<file path="config.mk">
export PLATFORM = sky130hd
export DESIGN_NAME = mult_div_unit
export DESIGN_NICKNAME = d
export VERILOG_FILES = /design/src/rtl/mips_defs.sv /design/src/rtl/md_datapath.sv /design/src/rtl/mult_div_unit.sv
export SDC_FILE = /design/constraint.sdc
export NUM_CORES = 1
export LEC_CHECK = 0
export BUFFER_PORTS_ARGS = -buffer_cell sky130_fd_sc_hd__buf_2
export CAP_MARGIN = 25
export CORE_MARGIN = 2
export CORE_UTILIZATION = 40
export DETAILED_ROUTE_END_ITERATION = 10
export MAX_ROUTING_LAYER = met4
export PLACE_DENSITY = 0.65
export SYNTH_ARGS = -nofsm -noshare
export SYNTH_HDL_FRONTEND = slang
export SYNTH_HIERARCHICAL = 1
export SYNTH_SLANG_ARGS = --single-unit
</file>
<file path="constraint.sdc">
create_clock -name clk -period 7 [get_ports clk]
set_input_delay 0.35 -clock clk [delete_from_list [all_inputs] [get_ports clk]]
set_output_delay 0.35 -clock clk [all_outputs]
set_load 0.05 [all_outputs]
</file>
<file path="src/rtl/mips_defs.sv">
// rtl/mips_defs.sv - shared funct codes and mult/div FSM state encoding
package mips_defs;

  localparam logic [5:0] F_MFHI  = 6'b010000;
  localparam logic [5:0] F_MTHI  = 6'b010001;
  localparam logic [5:0] F_MFLO  = 6'b010010;
  localparam logic [5:0] F_MTLO  = 6'b010011;
  localparam logic [5:0] F_MULT  = 6'b011000;
  localparam logic [5:0] F_MULTU = 6'b011001;
  localparam logic [5:0] F_DIV   = 6'b011010;
  localparam logic [5:0] F_DIVU  = 6'b011011;

  localparam logic [1:0] S_IDLE = 2'd0;
  localparam logic [1:0] S_CALC = 2'd1;
  localparam logic [1:0] S_FIX  = 2'd2;

  // MULT/MULTU/DIV/DIVU share 0110xx; bit0 = unsigned, bit1 = divide
  function automatic logic is_muldiv(input logic [5:0] f);
    return f[5:2] == 4'b0110;
  endfunction

endpackage

</file>
<file path="src/rtl/md_datapath.sv">
// rtl/md_datapath.sv - one shift-add multiply or restoring divide step
module md_datapath #(
  parameter int WIDTH = 32
) (
  input  logic             op_div,
  input  logic [WIDTH:0]   acc_hi,
  input  logic [WIDTH-1:0] acc_lo,
  input  logic [WIDTH-1:0] opnd,
  output logic [WIDTH:0]   nxt_hi,
  output logic [WIDTH-1:0] nxt_lo
);

  logic [WIDTH:0]   sum;
  logic [WIDTH:0]   rsh;
  logic [WIDTH+1:0] diff;

  always_comb begin
    sum  = acc_hi + (acc_lo[0] ? {1'b0, opnd} : '0);
    rsh  = {acc_hi[WIDTH-1:0], acc_lo[WIDTH-1]};
    diff = {1'b0, rsh} - {2'b00, opnd};
    if (op_div) begin
      // remainder in acc_hi, dividend shifts out of acc_lo as quotient shifts in
      if (diff[WIDTH+1]) begin
        nxt_hi = rsh;
        nxt_lo = {acc_lo[WIDTH-2:0], 1'b0};
      end else begin
        nxt_hi = diff[WIDTH:0];
        nxt_lo = {acc_lo[WIDTH-2:0], 1'b1};
      end
    end else begin
      nxt_hi = {1'b0, sum[WIDTH:1]};
      nxt_lo = {sum[0], acc_lo[WIDTH-1:1]};
    end
  end

endmodule

</file>
<file path="src/rtl/mult_div_unit.sv">
// rtl/mult_div_unit.sv - iterative mult/div unit with HI/LO registers and busy interlock
module mult_div_unit
  import mips_defs::*;
#(
  parameter int WIDTH = 32,
  parameter int ITER  = WIDTH
) (
  input  logic             clk,
  input  logic             rst,
  input  logic             start,
  input  logic [5:0]       funct,
  input  logic [WIDTH-1:0] INa,
  input  logic [WIDTH-1:0] INb,
  output logic [WIDTH-1:0] OUT,
  output logic             busy,
  output logic             done,
  output logic [WIDTH-1:0] HI,
  output logic [WIDTH-1:0] LO
);

  localparam int CW = $clog2(ITER);

  logic [1:0]         state;
  logic [CW-1:0]      cnt;
  logic               op_div, p_neg, q_neg, r_neg;
  logic [WIDTH:0]     acc_hi, nxt_hi;
  logic [WIDTH-1:0]   acc_lo, nxt_lo, opnd;
  logic               a_neg, b_neg;
  logic [WIDTH-1:0]   abs_a, abs_b, fix_hi, fix_lo;
  logic [2*WIDTH-1:0] prod;

  md_datapath #(.WIDTH(WIDTH)) u_dp (
    .op_div (op_div),
    .acc_hi (acc_hi),
    .acc_lo (acc_lo),
    .opnd   (opnd),
    .nxt_hi (nxt_hi),
    .nxt_lo (nxt_lo)
  );

  always_comb begin
    a_neg  = ~funct[0] & INa[WIDTH-1];
    b_neg  = ~funct[0] & INb[WIDTH-1];
    abs_a  = a_neg ? -INa : INa;
    abs_b  = b_neg ? -INb : INb;
    prod   = {acc_hi[WIDTH-1:0], acc_lo};
    if (p_neg) prod = -prod;
    fix_hi = op_div ? (r_neg ? -acc_hi[WIDTH-1:0] : acc_hi[WIDTH-1:0]) : prod[2*WIDTH-1:WIDTH];
    fix_lo = op_div ? (q_neg ? -acc_lo : acc_lo) : prod[WIDTH-1:0];
    OUT    = (funct == F_MFHI) ? HI : (funct == F_MFLO) ? LO : '0;
    busy   = (state != S_IDLE);
  end

  always_ff @(posedge clk or posedge rst) begin
    if (rst) begin
      state  <= S_IDLE;
      cnt    <= '0;
      op_div <= 1'b0;
      p_neg  <= 1'b0;
      q_neg  <= 1'b0;
      r_neg  <= 1'b0;
      acc_hi <= '0;
      acc_lo <= '0;
      opnd   <= '0;
      HI     <= '0;
      LO     <= '0;
      done   <= 1'b0;
    end else begin
      done <= 1'b0;
      case (state)
        S_IDLE: begin
          if (start) begin
            if (funct == F_MTHI) HI <= INa;
            else if (funct == F_MTLO) LO <= INa;
            else if (is_muldiv(funct)) begin
              op_div <= funct[1];
              p_neg  <= a_neg ^ b_neg;
              // divide by zero keeps the all-ones quotient unsigned-looking
              q_neg  <= (a_neg ^ b_neg) & (INb != '0);
              r_neg  <= a_neg;
              acc_hi <= '0;
              acc_lo <= abs_a;
              opnd   <= abs_b;
              cnt    <= '0;
              state  <= S_CALC;
            end
          end
        end
        S_CALC: begin
          acc_hi <= nxt_hi;
          acc_lo <= nxt_lo;
          cnt    <= cnt + 1'b1;
          if (cnt == CW'(ITER - 1)) state <= S_FIX;
        end
        S_FIX: begin
          HI    <= fix_hi;
          LO    <= fix_lo;
          done  <= 1'b1;
          state <= S_IDLE;
        end
        default: state <= S_IDLE;
      endcase
    end
  end

endmodule

</file>
# Yosys cells after proc, flatten, opt, wreduce, memory -nomap -nowiden
# Cells that the tools add are included.
[totals] reg_bits=173 word_cells=95
[classes] n_mux=43 reduce_logical=10 n_bitwise=7 eq_ne=15 n_addsub=8
[ops] cell="$mux 32" n=19
[ops] cell="$mux 33" n=6
[ops] cell="$pmux 32 s2" n=3
[ops] cell="$neg 32->32" n=4
[ops] cell="$pmux 33 s2" n=1
[ops] cell="$mux 64" n=1
[ops] cell="$neg 64->64" n=1
[ops] cell="$sub 33x32->34" n=1
[ops] cell="$add 33x33->33" n=1
[ops] cell="$reduce_bool 32->1" n=1
[ops] cell="$eq 6x5->1 const B" n=4
[ops] cell="$mux 5" n=4
[ops] cell="$reduce_and 5->1" n=3
[ops] cell="$ne 2x2->1 const B" n=7
[ops] cell="$mux 2" n=5
[ops] cell="$pmux 5 s2" n=1
[ops] cell="$reduce_bool 2->1" n=3
[ops] cell="$add 5x1->5 const B" n=1
[ops] cell="$eq 5x5->1 const B" n=1
[ops] cell="$eq 4x3->1 const B" n=1
[ops] cell="$pmux 2 s2" n=1
[ops] cell="$reduce_and 4->1" n=1
[ops] cell="$and 1x1->1" n=3
[ops] cell="$not 1->1" n=3
[ops] cell="other kinds (6)" n=7

# Depth between registers and ports, before layout
[logic_depth] depth_word=8 ltp_mapped=16

# Hierarchy
# Netlist, hierarchy kept.
[modules_own_cells] mod="mult_div_unit" cells_each=1225 n_inst=1 seq_area_each_um2=4329.2 area_each_um2=10882.9
[modules_own_cells] mod="md_datapath" cells_each=687 n_inst=1 seq_area_each_um2=0.0 area_each_um2=4802.1

# Worst setup path before layout
# Ideal clock, no wire load.
[synth_timing] path_kind="register to register" start="register acc_lo[0]" end="register acc_hi[31]" n_path_buf=1 path_slack_ns=3.718 stages_incl_launch_ff=15 setup_ns=0.121 period_less_slack_ns=3.282 required_ns=6.879 arrival_ns=3.161 path_cell_list="dfrtp_1 -> clkbuf_1 -> and2_1 -> ha_1 -> fa_1 -> a211oi_2 -> o21ai_2 -> a31oi_2 -> o41ai_2 -> a221o_2 -> a41oi_2 -> nor3b_1 -> a211oi_1 -> o21ai_1 -> a22o_1"
[synth_between] elab_chain_len=4
[synth_lines] item="start, declared" line="mult_div_unit.sv:27" rtl="logic [WIDTH-1:0] acc_lo, nxt_lo, opnd;"
[synth_lines] item="start signal, assigned" line="mult_div_unit.sv:82" rtl="acc_lo <= abs_a;"
[synth_lines] item="start signal, assigned" line="mult_div_unit.sv:91" rtl="acc_lo <= nxt_lo;"
[synth_lines] item="$mux 32" line="md_datapath.sv:18" rtl="sum = acc_hi + (acc_lo[0] ? {1'b0, opnd} : '0);"
[synth_lines] item="$add 33x33->33" line="md_datapath.sv:18"
[synth_lines] item="$mux 33" line="md_datapath.sv:21" rtl="if (op_div) begin"
[synth_lines] item="named net nxt_hi[31]" line="mult_div_unit.sv:26" rtl="logic [WIDTH:0] acc_hi, nxt_hi;"
[synth_lines] item="$pmux 33 s2" line="mult_div_unit.sv:70" rtl="case (state)"
[synth_lines] item="end signal, assigned" line="mult_div_unit.sv:90" rtl="acc_hi <= nxt_hi;"
[synth_lines] item="end, declared" line="mult_div_unit.sv:26"
# The timed path passes the listed nets, and every way through them passes these cells.
# A chain may end at the register's enable or synchronous reset.

# Worst setup path after layout
# Ends and elaborated chain as after synthesis.

==> summary.txt <==
Worst setup path
  • CP Data Arrival Time: 4.33 ns
  • Terminus of the critical flop-to-flop path: acc_hi[31]
  • Crit path max fanout: 36
  • WP data required: 7.35 ns
  • Reg-to-reg startpoint: acc_lo[0]
  • CP Class: reg2reg
  • CP Launch Type: flop
  • Worst r2r path cells: 13
  • Reg-to-reg slack, setup: 3.02 ns
  • CP endpoint kind: flop

Clock network
  • H-Tree Depth: 4
  • Clk_lat worst skew: 0.47 ns
  • Num CTS Buffers: 17
  • CTS Root Cell: clkbuf_16
  • Worst-path clk slew: 0.08 ns
  • Total clock sinks: 173
  • CTS tree: built
  • Clock Tree Buf Depth: 2
  • Cts repair resizes: 0

Min path
  • WHS Endpoint: HI[0]
  • Path category of the worst min-delay check: in2reg
  • Hold Crit Start: INa[0]
  • Hold Path Depth: 3

Route
  • Via count: 15400
  • TritonRoute pass-1 iters: 5
  • Remaining antenna violation count: 0
  • Initial DRC count: 1446
  • Via density: 6.05
  • DRC: 0
  • WL/cell: 20.7 um
  • Routed wire length: 52800 um

Floorplanning
  • Core area: 38600 sq um
  • Die extent in y: 202 um
  • # IOs: 171
  • Initial core utilization: 0.406
  • Die Wd: 202 um
  • Area of the die: 40800 sq um
  • Row cnt: 72

Placed design
  • Placed cell area: 16900 sq um
  • Port bufs: 170
  • HPWL after detailed placement: 40000 um
  • Final RePlAce weighted congestion: 0.973
  • Pre-CTS worst setup slack: 3.04 ns

Logic synthesis
  • Post-synth top area share: 0.276
  • Synth area leaders: dfrtp_1 28%, ha_1 5.6%, o21ai_0 5.4%, mux2i_1 4.5%, a21oi_1 4.0%
  • Top_reg_cell synth: dfrtp_1
  • Cells after Synth: 1912
  • Synthesized area: 15700 sq um
  • Sequential share of the synthesized area: 0.276
  • Leading area contributor after synthesis: dfrtp_1
  • Syn avg cell area: 8.20 sq um
  • Post-synthesis register bit count: 173
  • Yosys warning count: 6
  • Netlist cell types: 105
  • EDFF count, synth: 0
  • Post-synth net total: 2057
  • Post-synth ARST share: 1.00

Pwr
  • Overall Power: 7.43 mW
  • Power density over the cells: 423 nW/um^2
  • Peak VDD IR: 0.000187 V
  • Leakage Power: 7.46 nW

Global routing
  • First-pass GRT wire length: 82800 um
  • Vias in the first global route: 14600
  • Overall Global Routing Usage: 0.265
  • Largest net degree at the start of global routing: 72
  • Final global-route overflow total: 0
  • Initial antenna violation count: 0

Timing
  • Slew margin rel.: 0.293
  • Maximum clock frequency: 0.251 GHz
  • Final setup viols: 0
  • Sum of negative setup slack: 0 ns
  • Worst-Margin Slew: 1.06 ns
  • Worst Setup Slack, final: 3.02 ns
  • Final Hold Vio Count: 0
  • Clock Skew: 0.0198 ns
  • Final Slew Violations: 0
  • Unrepaired setup endpoints after global routing: false
  • Minimum clock period: 3.98 ns
  • Tcrit/Tclk final: 0.569

Final layout
  • Share of cells above drive strength 1: 0.160
  • Most frequent cells in the layout: 172 x dfrtp_1, 170 x buf_2, 169 x o21ai_0, 153 x nor2_1, 149 x nand2_1
  • Area grow syn2layout: 12.0%
  • Most common cell after layout, fill and taps aside: dfrtp_1
  • Final layout net count: 2159
  • ANT cells: 0
  • Filler cell count in the final layout: 3835
  • Final std cell area, no fill: 17600 sq um

Run status
  • Status: completed

Job
  • Max Cap Viol: 0
per-layer routing:
metal / wire (um) / track usage / up-vias
li1: - / - / 7336
met1: 23400 / 0.348 / 7326
met2: 23900 / 0.417 / 625
met3: 3440 / 0.0284 / 122
met4: 2050 / 0.111 / 0
met5: 0 / - / -
layout make-up:
type / count / area, sq um / share of cell area
Clock inverter: 15 / 189 / 0.0108
Multi-Input combinational cell: 1556 / 10700 / 0.607
Clock buffer: 17 / 425 / 0.0242
Inverter: 74 / 283 / 0.0161
Sequential cell: 173 / 4330 / 0.247
Tap cell: 518 / 648 / 0.0369
Timing Repair Buffer: 192 / 1020 / 0.0582
power breakdown:
part / total [mW] / leakage, nW / switching [mW] / internal [mW]
Clock: 1.02 / 0.298 / 0.507 / 0.518
Combinational: 4.36 / 5.09 / 2.64 / 1.71
Sequential: 2.05 / 2.07 / 0.704 / 1.35
Total: 7.43 / 7.46 / 3.85 / 3.58
kinds of logic after synthesis:
kind of cell,Yosys count,synth area share
AOI/OAI and AO/OA,649,0.278
buffers and inverters,183,0.0462
and+or+nand+nor,597,0.197
xor gates and xnor gates,133,0.0743
DFF,173,0.276
adders and majority gates,72,0.0584
muxes,105,0.0698
worst max-delay path: stages, from the launching register on:
cell	delay [ns]
dfrtp_1	0.75
and2_1	0.32
ha_1	0.22
fa_1	0.44
a211oi_2	0.26
o21ai_2	0.13
a31oi_2	0.32
o41ai_2	0.19
a221o_2	0.42
a41oi_2	0.25
nor3b_1	0.08
a211oi_1	0.18
o21ai_1	0.08
a22o_1	0.22
state kept, by name (all words and copies together), names as in the netlist:
| name | count |
|---|---|
| HI | 32 |
| LO | 32 |
| acc_hi | 33 |
| acc_lo | 32 |
| cnt | 5 |
| done | 1 |
| op_div | 1 |
| opnd | 32 |
| p_neg | 1 |
| q_neg | 1 |
| r_neg | 1 |
| state | 2 |
per-stage QoR:
stage          instances  hold slack (ns)  utilization
6_report            2545            0.187        0.455
5_1_grt             2545            0.183        0.455
4_1_cts             2545            0.167        0.455
3_5_place_dp        2512            0.443        0.438
3_3_place_gp        2511            0.440        0.438
2_1_floorplan       1912            0.464            -
synth_stat cells, drive strengths merged, types with 7 or more instances:
library cell / count
o22ai: 23
o21a: 15
o21ai: 191
nor2b: 10
buf: 19
or3: 24
nand4: 14
a22oi: 38
nand2: 151
a222oi: 7
a22o: 34
dfrtp: 173
nor2: 159
xnor2: 66
mux2i: 70
nor4: 22
o31ai: 23
a31oi: 29
clkbuf: 90
mux2: 35
o211ai: 21
a21o: 22
and4: 7
nand2b: 19
xor2: 67
inv: 74
nand3: 37
nor3b: 8
o41ai: 18
nor3: 58
and2: 43
a21oi: 127
a211oi: 11
and3: 10
or4: 13
ha: 70
repair_timing:
| action | in CTS | in global routing |
|---|---|---|
| buffers inserted | 0 | 0 |
| hold buffers | 1 | 0 |
| endpoints found under the hold margin | 53 | 0 |
worst max path at each step:
stage | start | to | slack [ns] | cells past startpoint
3_3_place_gp | acc_lo[0] | acc_hi[31] | 3.13 | 13
3_5_place_dp | acc_lo[0] | acc_hi[31] | 3.04 | 13
5_1_grt | acc_lo[0] | acc_hi[31] | 2.78 | 13
4_1_cts | acc_lo[0] | acc_hi[31] | 3.03 | 13
6_report | acc_lo[0] | acc_hi[31] | 3.02 | 13
2_1_floorplan | rst | HI[0] | 1.96 | 1
Note: power is estimated with default switching activity, not from simulation.
